<file path="src/rtl/tron_mem_pkg.sv">
// Shared definitions for the memory responder: FSM encoding, opcode field positions
// and wait-state limits used by mem_responder and mem_wait_counter.
package tron_mem_pkg;

    typedef enum logic [1:0] {
        ST_IDLE   = 2'd0,
        ST_ACCESS = 2'd1,
        ST_RESP   = 2'd2
    } mem_state_e;

    // WAIT_CYCLES must stay inside 1..15 so it fits the 4-bit down-counter
    localparam int WAIT_MIN  = 1;
    localparam int WAIT_MAX  = 15;
    localparam int CNT_BITS  = 4;

    localparam int OP_HI_MSB = 15;
    localparam int OP_HI_LSB = 12;
    localparam int OP_LO_MSB = 7;
    localparam int OP_LO_LSB = 4;

    function automatic logic [7:0] op_field(input logic [15:0] instr);
        return {instr[OP_HI_MSB:OP_HI_LSB], instr[OP_LO_MSB:OP_LO_LSB]};
    endfunction

endpackage

</file>
<file path="src/rtl/mem_wait_counter.sv">
// Wait-state down-counter: loaded on request accept, decremented while the
// access is in progress, flags zero when the memory access may complete.
module mem_wait_counter
    import tron_mem_pkg::*;
#(
    parameter int LOAD_VALUE = WAIT_MIN
) (
    input  logic clk,
    input  logic reset,
    input  logic i_load,
    input  logic i_dec,
    output logic o_zero
);

    logic [CNT_BITS-1:0] r_count;

    always_ff @(posedge clk or negedge reset) begin
        if (!reset) begin
            r_count <= '0;
        end else if (i_load) begin
            r_count <= CNT_BITS'(LOAD_VALUE);
        end else if (i_dec && (r_count != '0)) begin
            r_count <= r_count - 1'b1;
        end
    end

    assign o_zero = (r_count == '0);

endmodule

</file>
<file path="src/rtl/mem_responder.sv">
// Memory responder: accepts one controller request at a time and runs it against a
// synchronous RAM with WAIT_CYCLES extra wait states. Define MEM_RESP_ERR_EN for range checking.
module mem_responder
    import tron_mem_pkg::*;
#(
    parameter int WIDTH       = 16,
    parameter int ADDR_BITS   = 16,
    parameter int WAIT_CYCLES = 1,
    parameter int MEM_WORDS   = 1024
) (
    input  logic                 clk,
    input  logic                 reset,
    input  logic                 req_valid,
    output logic                 req_ready,
    input  logic                 req_write,
    input  logic                 req_fetch,
    input  logic [ADDR_BITS-1:0] req_addr,
    input  logic [WIDTH-1:0]     req_wdata,
    output logic                 resp_valid,
    output logic [WIDTH-1:0]     resp_rdata,
    output logic [WIDTH-1:0]     instruction,
    output logic [7:0]           instructionOp,
    output logic [ADDR_BITS-1:0] mem_addr,
    output logic                 mem_en,
    output logic                 mem_we,
    output logic [WIDTH-1:0]     mem_wdata,
    input  logic [WIDTH-1:0]     mem_rdata
`ifdef MEM_RESP_ERR_EN
    ,
    output logic                 resp_err
`endif
);

    mem_state_e r_state;
    mem_state_e w_next_state;

    logic                 r_write;
    logic                 r_fetch;
    logic [ADDR_BITS-1:0] r_mem_addr;
    logic [WIDTH-1:0]     r_mem_wdata;
    logic                 r_mem_en;
    logic                 r_mem_we;
    logic [WIDTH-1:0]     r_resp_rdata;
    logic [WIDTH-1:0]     r_instruction;

    logic w_accept;
    logic w_addr_err;
    logic w_in_access;
    logic w_cnt_zero;
    logic w_read_done;

    assign req_ready   = (r_state == ST_IDLE) && reset;
    assign w_accept    = req_valid && req_ready;
    assign w_in_access = (r_state == ST_ACCESS);
    assign w_read_done = w_in_access && w_cnt_zero && !r_write;

`ifdef MEM_RESP_ERR_EN
    assign w_addr_err = (32'(req_addr) >= 32'(MEM_WORDS));
`else
    assign w_addr_err = 1'b0;
`endif

    mem_wait_counter #(
        .LOAD_VALUE (WAIT_CYCLES)
    ) u_wait_counter (
        .clk    (clk),
        .reset  (reset),
        .i_load (w_accept),
        .i_dec  (w_in_access),
        .o_zero (w_cnt_zero)
    );

    always_ff @(posedge clk or negedge reset) begin
        if (!reset) begin
            r_state <= ST_IDLE;
        end else begin
            r_state <= w_next_state;
        end
    end

    // Out-of-range requests bypass ACCESS so the RAM never sees them
    always_comb begin
        w_next_state = r_state;
        unique case (r_state)
            ST_IDLE: begin
                if (w_accept) begin
                    w_next_state = w_addr_err ? ST_RESP : ST_ACCESS;
                end
            end
            ST_ACCESS: begin
                if (w_cnt_zero) begin
                    w_next_state = ST_RESP;
                end
            end
            ST_RESP: w_next_state = ST_IDLE;
            default: w_next_state = ST_IDLE;
        endcase
    end

    always_ff @(posedge clk or negedge reset) begin
        if (!reset) begin
            r_write       <= 1'b0;
            r_fetch       <= 1'b0;
            r_mem_addr    <= '0;
            r_mem_wdata   <= '0;
            r_mem_en      <= 1'b0;
            r_mem_we      <= 1'b0;
            r_resp_rdata  <= '0;
            r_instruction <= '0;
        end else begin
            r_mem_en <= 1'b0;
            r_mem_we <= 1'b0;
            if (w_accept) begin
                r_write     <= req_write;
                r_fetch     <= req_fetch && !req_write;
                r_mem_addr  <= req_addr;
                r_mem_wdata <= req_wdata;
                r_mem_en    <= !w_addr_err;
                r_mem_we    <= req_write && !w_addr_err;
                if (w_addr_err) begin
                    r_resp_rdata <= '0;
                end
            end
            if (w_read_done) begin
                r_resp_rdata <= mem_rdata;
                if (r_fetch) begin
                    r_instruction <= mem_rdata;
                end
            end
        end
    end

`ifdef MEM_RESP_ERR_EN
    logic r_err;

    always_ff @(posedge clk or negedge reset) begin
        if (!reset) begin
            r_err <= 1'b0;
        end else if (w_accept) begin
            r_err <= w_addr_err;
        end
    end

    assign resp_err = r_err && (r_state == ST_RESP);
`endif

    assign resp_valid    = (r_state == ST_RESP);
    assign resp_rdata    = r_resp_rdata;
    assign instruction   = r_instruction;
    assign instructionOp = op_field(r_instruction[15:0]);
    assign mem_addr      = r_mem_addr;
    assign mem_en        = r_mem_en;
    assign mem_we        = r_mem_we;
    assign mem_wdata     = r_mem_wdata;

endmodule

</file>
<file path="config.mk">
export PLATFORM = sky130hd
export DESIGN_NAME = mem_responder
export DESIGN_NICKNAME = d
export VERILOG_FILES = /design/src/rtl/tron_mem_pkg.sv /design/src/rtl/mem_wait_counter.sv /design/src/rtl/mem_responder.sv
export SDC_FILE = /design/constraint.sdc
export NUM_CORES = 1
export LEC_CHECK = 0
export CAP_MARGIN = 0
export CORE_UTILIZATION = 42
export CTS_BUF_LIST = sky130_fd_sc_hd__clkbuf_4 sky130_fd_sc_hd__clkbuf_8 sky130_fd_sc_hd__clkbuf_16
export DETAILED_ROUTE_END_ITERATION = 16
export GPL_TIMING_DRIVEN = 0
export PLACE_DENSITY_LB_ADDON = 0.25
export SLEW_MARGIN = 40
export SYNTH_ARGS = -nofsm -noshare
export SYNTH_HDL_FRONTEND = slang
export SYNTH_SLANG_ARGS = --single-unit
export TNS_END_PERCENT = 30
</file>
<file path="constraint.sdc">
create_clock -name clk -period 2.15 [get_ports clk]
set_input_delay 0.3225 -clock clk [delete_from_list [all_inputs] [get_ports clk]]
set_output_delay 0.3225 -clock clk [all_outputs]
set_load 0.02 [all_outputs]
</file>
# ---- Word-level counts from Yosys, hierarchy flattened
# Cells that the tools add are included.
dict set report word_totals {
  latch_bits 0
  memories 0
  output_inout_bits 76
  word_cells 36
  mem_bits_rw 0
  romBits 0
  ff_bits 74
}
dict set report op_classes {
  n_div 0
  shifts 0
  bitwise_logic 0
  eq_ne 4
  muxes 7
  mul 0
  n_reduce_logical 14
  n_lt_le_gt_ge 0
  n_addsub 1
}
# operator n
set ops {}
lappend ops {{$mux 4} 2}
lappend ops {{$logic_and 1x1->1} 6}
lappend ops {{$logic_not 4->1} 1}
lappend ops {{$mux 2} 2}
lappend ops {{$pmux 2 s2} 1}
lappend ops {{$reduce_and 2->1} 2}
lappend ops {{$reduce_bool 4->1} 1}
lappend ops {{$sub 4x1->4 const B} 1}
lappend ops {{$eq 2x1->1 const B} 1}
lappend ops {{$eq 2x2->1 const B} 1}
lappend ops {{$logic_not 1->1} 2}
lappend ops {{$logic_not 2->1} 1}
lappend ops {{$mux 1} 2}
lappend ops {{$ne 2x1->1 const B} 1}
lappend ops {{$ne 2x2->1 const B} 1}
lappend ops {{$reduce_bool 2->1} 1}

# ---- Longest topological paths before layout
# Gate-level depths: netlist of the first run.
dict set report logic_depth {
  ltp_word 5
  ltp_mapped 6
  ltp_nobuf 5
}

# ---- Hierarchy
# From an unflattened synthesis of the first run, not the netlist that was laid out.
dict set report unflattened {
  cells_unflattened 187
  area_unflattened_um2 2995.4
}
# mod cells_each seq_area_each_um2 area_per_inst_um2 n_inst
set by_module_without_submodules {}
lappend by_module_without_submodules {mem_responder 163 1751.7 2748.9 1}
lappend by_module_without_submodules {mem_wait_counter 24 100.1 246.5 1}

# ---- Worst setup path after synthesis of the first run
# OpenSTA, ideal clock, no wires.
dict set report synth_path {
  kind {reg-to-reg}
  startpoint {reg u_wait_counter.r_count[0]}
  endpoint {reg r_resp_rdata[10], in the netlist resp_rdata[10]}
  path_stages_with_launch 7
  setup_time_ns 0.125
  slack_ns 0.274
  arrival_ns 1.752
  required_ns 2.025
  n_path_buf 1
  path_cell_list {dfrtp_1 -> inv_1 -> ha_1 -> or3b_4 -> nor3_4 -> buf_6 -> mux2_2}
}
dict set report synth_between {
  elab_chain_len 3
}
# item line
set synth_rtl {}
lappend synth_rtl {{start, declared} mem_wait_counter.sv:15} ;# logic [CNT_BITS-1:0] r_count;
lappend synth_rtl {{start signal, assigned} mem_wait_counter.sv:21} ;# r_count <= CNT_BITS'(LOAD_VALUE);
lappend synth_rtl {{start signal, assigned} mem_wait_counter.sv:23} ;# r_count <= r_count - 1'b1;
lappend synth_rtl {{$logic_not 4->1} mem_wait_counter.sv:27} ;# assign o_zero = (r_count == '0);
lappend synth_rtl {{$logic_and 1x1->1 (2 in series)} mem_responder.sv:55} ;# assign w_read_done = w_in_access && w_cnt_zero && !r_write;
lappend synth_rtl {{end signal, assigned} mem_responder.sv:125} ;# r_resp_rdata <= mem_rdata;
lappend synth_rtl {{end, declared} mem_responder.sv:43} ;# logic [WIDTH-1:0] r_resp_rdata;
# No other way between the ends.
# A chain may end at the register's enable or synchronous reset.

# ---- Worst setup path in the final report of the first run
dict set report layout_path {
  startpoint {reg u_wait_counter.r_count[0]}
  endpoint {reg r_instruction[8], in the netlist instruction[8]}
}
dict set report layout_between {
  elab_chain_len 4
}
# item line
set layout_rtl {}
lappend layout_rtl {{$logic_not 4->1} mem_wait_counter.sv:27}
lappend layout_rtl {{$logic_and 1x1->1 (2 in series)} mem_responder.sv:55}
lappend layout_rtl {{$reduce_and 2->1 (no line)} --}
lappend layout_rtl {{end signal, assigned} mem_responder.sv:127} ;# r_instruction <= mem_rdata;
lappend layout_rtl {{end, declared} mem_responder.sv:44} ;# logic [WIDTH-1:0] r_instruction;
# No other way between the ends.

==> results.toml, run 1 <==
[synthesis]
synthAdderAreaFrac_pct = 0.857
synthMostInstantiatedCell = "nand2_1"
synth-seq-cells = 74
synth_area_um2 = 2920
synthDistinctLibCells = 29
yosysTopAreaCell = "dfrtp_1"
async_flop_share_pct = 100
yosysWarnings = 0
synthTopCellsByArea = "dfrtp_1 63%, nand2_1 13%, mux2_2 12%"
ys_top_cells_by_count = "99 x nand2_1, 74 x dfrtp_1, 32 x mux2_2"
synth_compound_area_share_pct = 1.29
ys_seq_area_share_pct = 63.4
syn_avg_cell_area_um2 = 11.5
synth-simple-area-share_pct = 17.7
synth_top_family_by_area = "simple AND/OR/NAND/NOR gates"
synth_top_area_share_pct = 63.4
syn_nets = 309
synth_xor_area_share_pct = 0
synth-edff-count = 0
synthFlopType = "dfrtp_1"
synthMuxAreaShare_pct = 12.7
syn_inst = 254

[route]
top_layer = "met4"
wl_um = 6450
wl_met2_um = 3030
final_antenna_net_count = 0
drc = 0
via_per_inst = 4.69
drtIter0Drc = 73
dr.pass1.iters = 5
wl_met1_um = 2840
vias = 2268
wl_met3_um = 505
wire_per_inst_um = 13.3

[floorplan]
die_h_um = 85.4
die_area_um2 = 7290
row_count = 30
core_area_um2 = 6760
fp.dieW_um = 85.4
io-pin-count = 129
initial_core_util_pct = 43.2

[setup_path]
max_stage_delay_ns = 0.39
reg2reg_to = "instruction[8]"
endpoint_kind = "register"
crit_chain = "inv_1 > ha_1 > nor3b_4 > nand4b_2 > buf_2 > mux2_2"
cp.arrival_ns = 2.19
ff2ff_path_depth = 6
critical_path_depth = 6
crit_buf_inv = 2
regToRegStartpoint = "u_wait_counter.r_count[0]"
cp_top_family = "simple AND/OR/NAND/NOR gates"
crit_path_start_kind = "register"
required_ns = 2.37
slowest_stage = "dfrtp_1"
critPathKind = "register to register"
r2r_slack_ns = 0.17
cp_max_fo = 10

[finish]
fin_nets = 454
n_antenna_cell = 0
drive_above_1_share_pct = 17.1
area_growth_pct = 58.6
final_cells = 484

[clock_tree]
tritoncts = "built"
path_clk_slew_ns = 0.08
htree_levels = 3
root_buffer = "clkbuf_8"
cts_buffers = 9
clock_latency_ns = 0.33
cts_sinks = 74
clock_path_buffers = 2

[timing]
setup_tns_ns = 0
fmax_ghz = 0.506
rsz0062_at_grt = "no"
relSlewSlack_pct = 69.7
drv_slew = 0
setup_viol = 0
fin_ws_ns = 0.175
whs_ns = 0.0229
tightestPinTransition_ns = 0.454
min_period_over_period_pct = 91.9
clock_skew_ns = 0.00722
finalCriticalPeriod_ns = 1.98
hold_viol = 0

[global_route]
grt_pass1_wl_um = 10500
grt_use_total_pct = 18.8
grt_pass1_vias = 2197
antenna_found_initial = 0
grt_max_degree = 40
grt.overflow.total = 0

[placement]
port_buffers = 128
post-place-cells = 463
dp_slack_ns = 0.0132
gp_congestion = 0.681
dpl.hpwl_um = 4630

[power]
ir_worst_vdd_mv = 0.713
p_leak_nw = 2.14
finalPower_mw = 7.32
p_per_area_nw_per_um2 = 1580

[hold_path]
hp-class = "input pin to asynchronous set/reset pin"

[run]
cap_violations = 0

[run_status]
outcome = "complete, no violations"
==> flip-flops by register name (all words and copies together), names as in the netlist <==
register,count
mem_we,1
instruction,16
mem_en,1
mem_addr,16
r_write,1
resp_rdata,16
r_fetch,1
u_wait_counter.r_count,4
r_state,2
mem_wdata,16
==> per-stage QoR <==
| step | instance area [um2] | utilization [%] |
|---|---|---|
| 2_1_floorplan | 2920 | - |
| 3_3_place_gp | 4300 | 63.6 |
| 3_5_place_dp | 4320 | 64.0 |
| 4_1_cts | 4610 | 68.3 |
| 5_1_grt | 4630 | 68.5 |
| 6_report | 4630 | 68.5 |
==> worst max path at each step <==
stage,startpoint,slack [ns],to
final,u_wait_counter.r_count[0],0.17,instruction[8]
after global routing,u_wait_counter.r_count[0],0.003,instruction[10]
after detailed placement,reset,0.01,r_state[0]
after floorplan,u_wait_counter.r_count[0],0.27,resp_rdata[10]
after global placement,reset,-2.75,r_state[0]
after CTS,u_wait_counter.r_count[0],0.03,resp_rdata[12]
==> cells in the final DEF, fill, tap and decap left out, types with 2 or more instances in the layout <==
cell type and n:
a21oi_1 2, buf_1 4, buf_12 4, buf_4 9, buf_6 2, bufinv_16 2
clkbuf_1 4, clkbuf_8 10, clkdlybuf4s50_1 127, clkinv_2 2, dfrtp_1 74, ha_1 2
inv_1 2, mux2_2 32, nand2_1 99, nand3_1 3, nor2b_1 2, o21ai_0 4
or3_1 2
==> worst reg2reg max path, delay by kind of cell (launching register included) <==
kind / cells / cell delay [ns]
mux: 1 / 0.30
simple gates: 2 / 0.59
buf+inv: 2 / 0.41
fa+ha+maj: 1 / 0.17
flops: 1 / 0.39
==> report_power, final <==
group | total, mW | internal, mW | switching, mW | leakage [nW]
sequential | 2.47 | 2.08 | 0.389 | 0.907
clock | 1.19 | 0.695 | 0.494 | 0.113
combinational | 3.66 | 1.90 | 1.76 | 1.12
total | 7.32 | 4.67 | 2.64 | 2.14
==> cell type report <==
cell class,instances,area (um2)
timing repair buffer,134,1380
buffer,18,106
multi-input combinational,159,956
sequential,74,1850
tap,80,100
fill,524,2130
clock buffer,11,145
inverter,3,11.3
clock inverter,5,77.6
==> routing by layer <==
layer / up-vias / GRT usage (%)
met4: 0 / 8.18
met5: - / 0
met2: 94 / 29.3
met3: 6 / 6.23
li1: 1102 / -
met1: 1066 / 24.1
==> kinds of logic after synthesis <==
family	count (synthesis)
fa+ha+maj	2
flops	74
simple gates	117
buf+inv	21
mux	33
compound gates	7
==> timing repair <==
item / in CTS / in global routing
endpoints found under the setup margin: 0 / 20
gates resized for setup: 0 / 1
hold buffers: 4 / 0
endpoints found under the hold margin: 35 / 0
setup buffers: 0 / 1
No activity file was read; power rests on OpenSTA's default activity.
==> inputs of run 2 (changes only) <==
--- a/config.mk
+++ b/config.mk
@@ -9,8 +9,8 @@
 export CORE_UTILIZATION = 42
 export CTS_BUF_LIST = sky130_fd_sc_hd__clkbuf_4 sky130_fd_sc_hd__clkbuf_8 sky130_fd_sc_hd__clkbuf_16
 export DETAILED_ROUTE_END_ITERATION = 16
-export GPL_TIMING_DRIVEN = 0
 export PLACE_DENSITY_LB_ADDON = 0.25
+export SKIP_CTS_REPAIR_TIMING = 1
 export SLEW_MARGIN = 40
 export SYNTH_ARGS = -nofsm -noshare
 export SYNTH_HDL_FRONTEND = slang
==> run 2 against run 1 <==
Critical endpoint is now req_ready. First-iteration DRC count is 27% higher. Utilization is 1.7 points lower. Cell count is 3.7% lower. Sequential cell count stayed put. Via count is 3.4% lower.
==> results.toml, run 2 (synthesis gave the netlist of run 1 again) <==
[clock_tree]
tritoncts = "built"
cts_sinks = 74
htree_levels = 3
root_buffer = "clkbuf_8"
path_clk_slew_ns = 0.08
clock_path_buffers = 2
cts_buffers = 9
clock_latency_ns = 0.34

[route]
via_per_inst = 4.70
vias = 2191
wire_per_inst_um = 13.8
wl_um = 6430
drc = 0
final_antenna_net_count = 0
drtIter0Drc = 93
dr.pass1.iters = 4

[timing]
whs_ns = 0.0222
hold_viol = 0
drv_slew = 0
relSlewSlack_pct = 63.9
setup_viol = 0
setup_tns_ns = 0
fmax_ghz = 0.506
min_period_over_period_pct = 92.0
finalCriticalPeriod_ns = 1.98
tightestPinTransition_ns = 0.542
clock_skew_ns = 0.0110
fin_ws_ns = 0.172
rsz0062_at_grt = "no"

[setup_path]
cp.arrival_ns = 1.66
endpoint_kind = "output pin"
max_stage_delay_ns = 0.66
cp_max_fo = 5
required_ns = 1.83
crit_path_start_kind = "register"
crit_chain = "nor3b_1 > clkdlybuf4s50_1"
slowest_stage = "clkdlybuf4s50_1"
critPathKind = "register to output pin"

[global_route]
grt_pass1_vias = 2179
grt_max_degree = 44
use_met2_pct = 28.7
grt_pass1_wl_um = 10900
grt_use_met1_pct = 25.7
antenna_found_initial = 0
grt.overflow.total = 0
grt_use_total_pct = 19.2
busiest_layer = "met2"
gr-usage-met3_pct = 6.13

[finish]
final_common_cell = "clkdlybuf4s50_1"
fillers = 526
drive_above_1_share_pct = 15.8
n_antenna_cell = 0
layout_common_cells = "127 x clkdlybuf4s50_1, 99 x nand2_1, 74 x dfrtp_1"
fin_nets = 436
area_growth_pct = 54.7
final_area_um2 = 4520

[power]
p_switching_mw = 2.68
p_sw_share_pct = 36.5
intPower_mw = 4.65
power_frac_comb_pct = 48.0
ir_worst_vdd_mv = 0.797
clkPwrFrac_pct = 18.1
p_leak_nw = 2.08
p_per_area_nw_per_um2 = 1620
pwr-share-seq_pct = 33.9
finalPower_mw = 7.33

[floorplan]
io-pin-count = 129
die_h_um = 85.4
fp.dieW_um = 85.4
row_count = 30
die_area_um2 = 7290
core_area_um2 = 6760
initial_core_util_pct = 43.2

[hold_path]
hp-class = "input pin to asynchronous set/reset pin"

[placement]
postPlaceCellArea_um2 = 4270
gp_congestion = 0.728
port_buffers = 128
dpl.hpwl_um = 4450
dp_slack_ns = 0.277

[run_status]
outcome = "complete, no violations"

[run]
cap_violations = 0
## run 2: cell types whose count changed in the layout (fill, tap and decap cells not counted), moves of 2 or more
cell      delta
buf_4        -4
clkinv_4     +3
clkinv_2     -2
clkbuf_1     -4
buf_6        -2
buf_12       -2
buf_1        -4
## run 2: routing by layer
| layer | part of all wire [%] | wire [um] |
|---|---|---|
| met1 | 45 | 2870 |
| met2 | 45 | 2920 |
| met3 | 8.2 | 528 |
| met4 | 1.9 | 120 |
| met5 | 0 | 0 |
## run 2: power groups by stage
stage | Combinational (mW) | Sequential [mW] | Clock (mW)
final | 3.52 | 2.48 | 1.32
after global routing | 3.77 | 2.58 | 1.43
after CTS | 3.56 | 2.49 | 1.36
after detailed placement | 3.56 | 2.49 | 0
after global placement | 3.49 | 2.47 | 0
after floorplan | 1.11 | 3.24 | 0
## run 2: metrics by stage
step	util, %	instances
after detailed placement	63.1	450
after floorplan	-	254
after global placement	63.1	450
after global routing	66.8	466
after CTS	66.8	466
final	66.8	466
## run 2: worst max-delay path: cells and delay by family, from the launching register on
family / cells / cell delay, ns
flip-flops: 1 / 0.42
AND/OR/NAND/NOR: 1 / 0.24
buffers and inverters: 1 / 0.66
## run 2: worst paths after layout
| kind | start | to | slack [ns] | depth (start not counted) |
|---|---|---|---|---|
| max reg2reg | u_wait_counter.r_count[0] | resp_rdata[4] | 0.28 | 6 |
| max in group asynchronous | reset | mem_wdata[9] | 1.70 | 2 |
| max | r_state[0] | req_ready | 0.17 | 2 |
| min | reset | mem_wdata[2] | 0.02 | 2 |
| min reg2reg | mem_wdata[3] | mem_wdata[3] | 0.48 | 2 |
| min in group clk | reset | mem_en | 0.40 | 3 |
## run 2: cell type report
cell class	instances	area, um2	share of cell area (%)
Sequential cell	74	1850	41.0
Timing Repair Buffer	134	1350	29.9
Multi-Input combinational cell	159	955	21.1
Clock inverter	7	125	2.77
Clock buffer	9	124	2.74
Tap cell	80	100	2.22
Inverter	3	11.3	0.249
==> inputs of run 3 (changes only) <==
--- a/config.mk
+++ b/config.mk
@@ -9,6 +9,7 @@
 export CORE_UTILIZATION = 42
 export CTS_BUF_LIST = sky130_fd_sc_hd__clkbuf_4 sky130_fd_sc_hd__clkbuf_8 sky130_fd_sc_hd__clkbuf_16
 export DETAILED_ROUTE_END_ITERATION = 16
+export MAX_ROUTING_LAYER = met4
 export PLACE_DENSITY_LB_ADDON = 0.25
 export SKIP_CTS_REPAIR_TIMING = 1
 export SLEW_MARGIN = 40
==> run 3 against run 2 <==
Global-route usage is 0.58 points higher. Clock-buffer cell count unchanged. Clock skew hardly changed. Worst hold slack better by 0.0012 ns. Largest cell class unchanged.
==> results.toml, run 3 (synthesis gave the netlist of run 1 again) <==
[global_route]
antenna_found_initial = 0
grt_pass1_wl_um = 10900
grt_use_total_pct = 19.8
grt_pass1_vias = 2185
grt_max_degree = 44
grt.overflow.total = 0

[route]
dr.pass1.iters = 4
drc = 0
final_antenna_net_count = 0
vias = 2195
via_per_inst = 4.71
wire_per_inst_um = 13.8
drtIter0Drc = 94
wl_um = 6430

[placement]
gp_congestion = 0.736
dp_slack_ns = 0.277
port_buffers = 128
dpl.hpwl_um = 4450

[floorplan]
row_count = 30
io-pin-count = 129
initial_core_util_pct = 43.2
die_h_um = 85.4
fp.dieW_um = 85.4
die_area_um2 = 7290
core_area_um2 = 6760

[setup_path]
crit_chain = "nor3b_1 > clkdlybuf4s50_1"
crit_path_start_kind = "register"
required_ns = 1.83
cp.arrival_ns = 1.66
endpoint_kind = "output pin"
cp_max_fo = 5
slowest_stage = "clkdlybuf4s50_1"
critPathKind = "register to output pin"
max_stage_delay_ns = 0.66
cp_top_family = "buffers and inverters"
crit_buf_inv = 1

[finish]
layout_common_cells = "127 x clkdlybuf4s50_1, 99 x nand2_1, 74 x dfrtp_1"
fillers = 526
seqCellArea_um2 = 1850
area_growth_pct = 54.7
fin_nets = 436
multi_input_area_um2 = 955
final_common_cell = "clkdlybuf4s50_1"
n_antenna_cell = 0
drive_above_1_share_pct = 15.8

[power]
p_leak_nw = 2.08
p_sw_share_pct = 36.5
intPower_mw = 4.65
clkPwrFrac_pct = 18.1
power_frac_comb_pct = 48.1
p_per_area_nw_per_um2 = 1620
ir_worst_vdd_mv = 0.794
pwr-share-seq_pct = 33.9
p_switching_mw = 2.67

[timing]
relSlewSlack_pct = 64.3
hold_viol = 0
drv_slew = 0
fin_ws_ns = 0.169
finalCriticalPeriod_ns = 1.98
tightestPinTransition_ns = 0.535
clock_skew_ns = 0.0105
setup_viol = 0
fmax_ghz = 0.505
rsz0062_at_grt = "no"
setup_tns_ns = 0
min_period_over_period_pct = 92.1

[clock_tree]
root_buffer = "clkbuf_8"
tritoncts = "built"
cts_sinks = 74
htree_levels = 3
path_clk_slew_ns = 0.08
clock_latency_ns = 0.34
clock_path_buffers = 2
cts_buffers = 9

[hold_path]
hp-class = "input pin to asynchronous set/reset pin"

[run]
cap_violations = 0

[run_status]
outcome = "complete, no violations"
## run 3: path summary, 6_finish.rpt
kind                                           start             to  slack (ns)  depth (start not counted)
max reg2reg                u_wait_counter.r_count[0]  resp_rdata[4]        0.28                          6
max in group asynchronous                      reset   mem_wdata[9]        1.70                          2
max                                       r_state[0]      req_ready        0.17                          2
min in group clk                               reset         mem_en        0.39                          3
min                                            reset   mem_wdata[2]        0.02                          2
min reg2reg                            mem_wdata[14]  mem_wdata[14]        0.47                          2
## run 3: worst register-to-register path, stage by stage (launching register included)
cell	delay, ns
dfrtp_1	0.39
inv_1	0.11
ha_1	0.16
or3b_4	0.41
nor3_4	0.16
buf_12	0.18
mux2_2	0.35
## run 3: power groups by stage
| stage | Sequential [mW] | Combinational, mW | Clock, mW |
|---|---|---|---|
| after floorplan | 3.24 | 1.11 | 0 |
| after global placement | 2.47 | 3.49 | 0 |
| after detailed placement | 2.49 | 3.56 | 0 |
| after CTS | 2.49 | 3.56 | 1.36 |
| after global routing | 2.58 | 3.77 | 1.43 |
| final | 2.48 | 3.52 | 1.32 |
## run 3: area by class of cell
class	count	share of cell area, %
Sequential cell	74	41.0
Timing Repair Buffer	134	29.9
Multi-Input combinational cell	159	21.1
Clock inverter	7	2.77
Clock buffer	9	2.74
Tap cell	80	2.22
Inverter	3	0.249
## run 3: per-layer routing
layer | part of all wire [%] | vias to the layer above | routed length [um] | global-route usage, %
li1 | - | 1067 | - | -
met1 | 45 | 1030 | 2880 | 26.1
met2 | 46 | 88 | 2960 | 28.7
met3 | 7.3 | 10 | 472 | 5.35
met4 | 1.9 | 0 | 121 | 9.09
met5 | 0 | - | 0 | -
## run 3: stage by stage
stage	utilization [%]	cell area [um2]	hold slack (ns)	cells	power, mW
6_report	66.8	4520	0.0234	466	7.33
5_1_grt	66.8	4520	0.0494	466	7.77
4_1_cts	66.8	4520	0.0231	466	7.41
3_5_place_dp	63.1	4270	0.402	450	6.05
3_3_place_gp	63.1	4270	0.394	450	5.96
2_1_floorplan	-	2920	0.0269	254	4.35
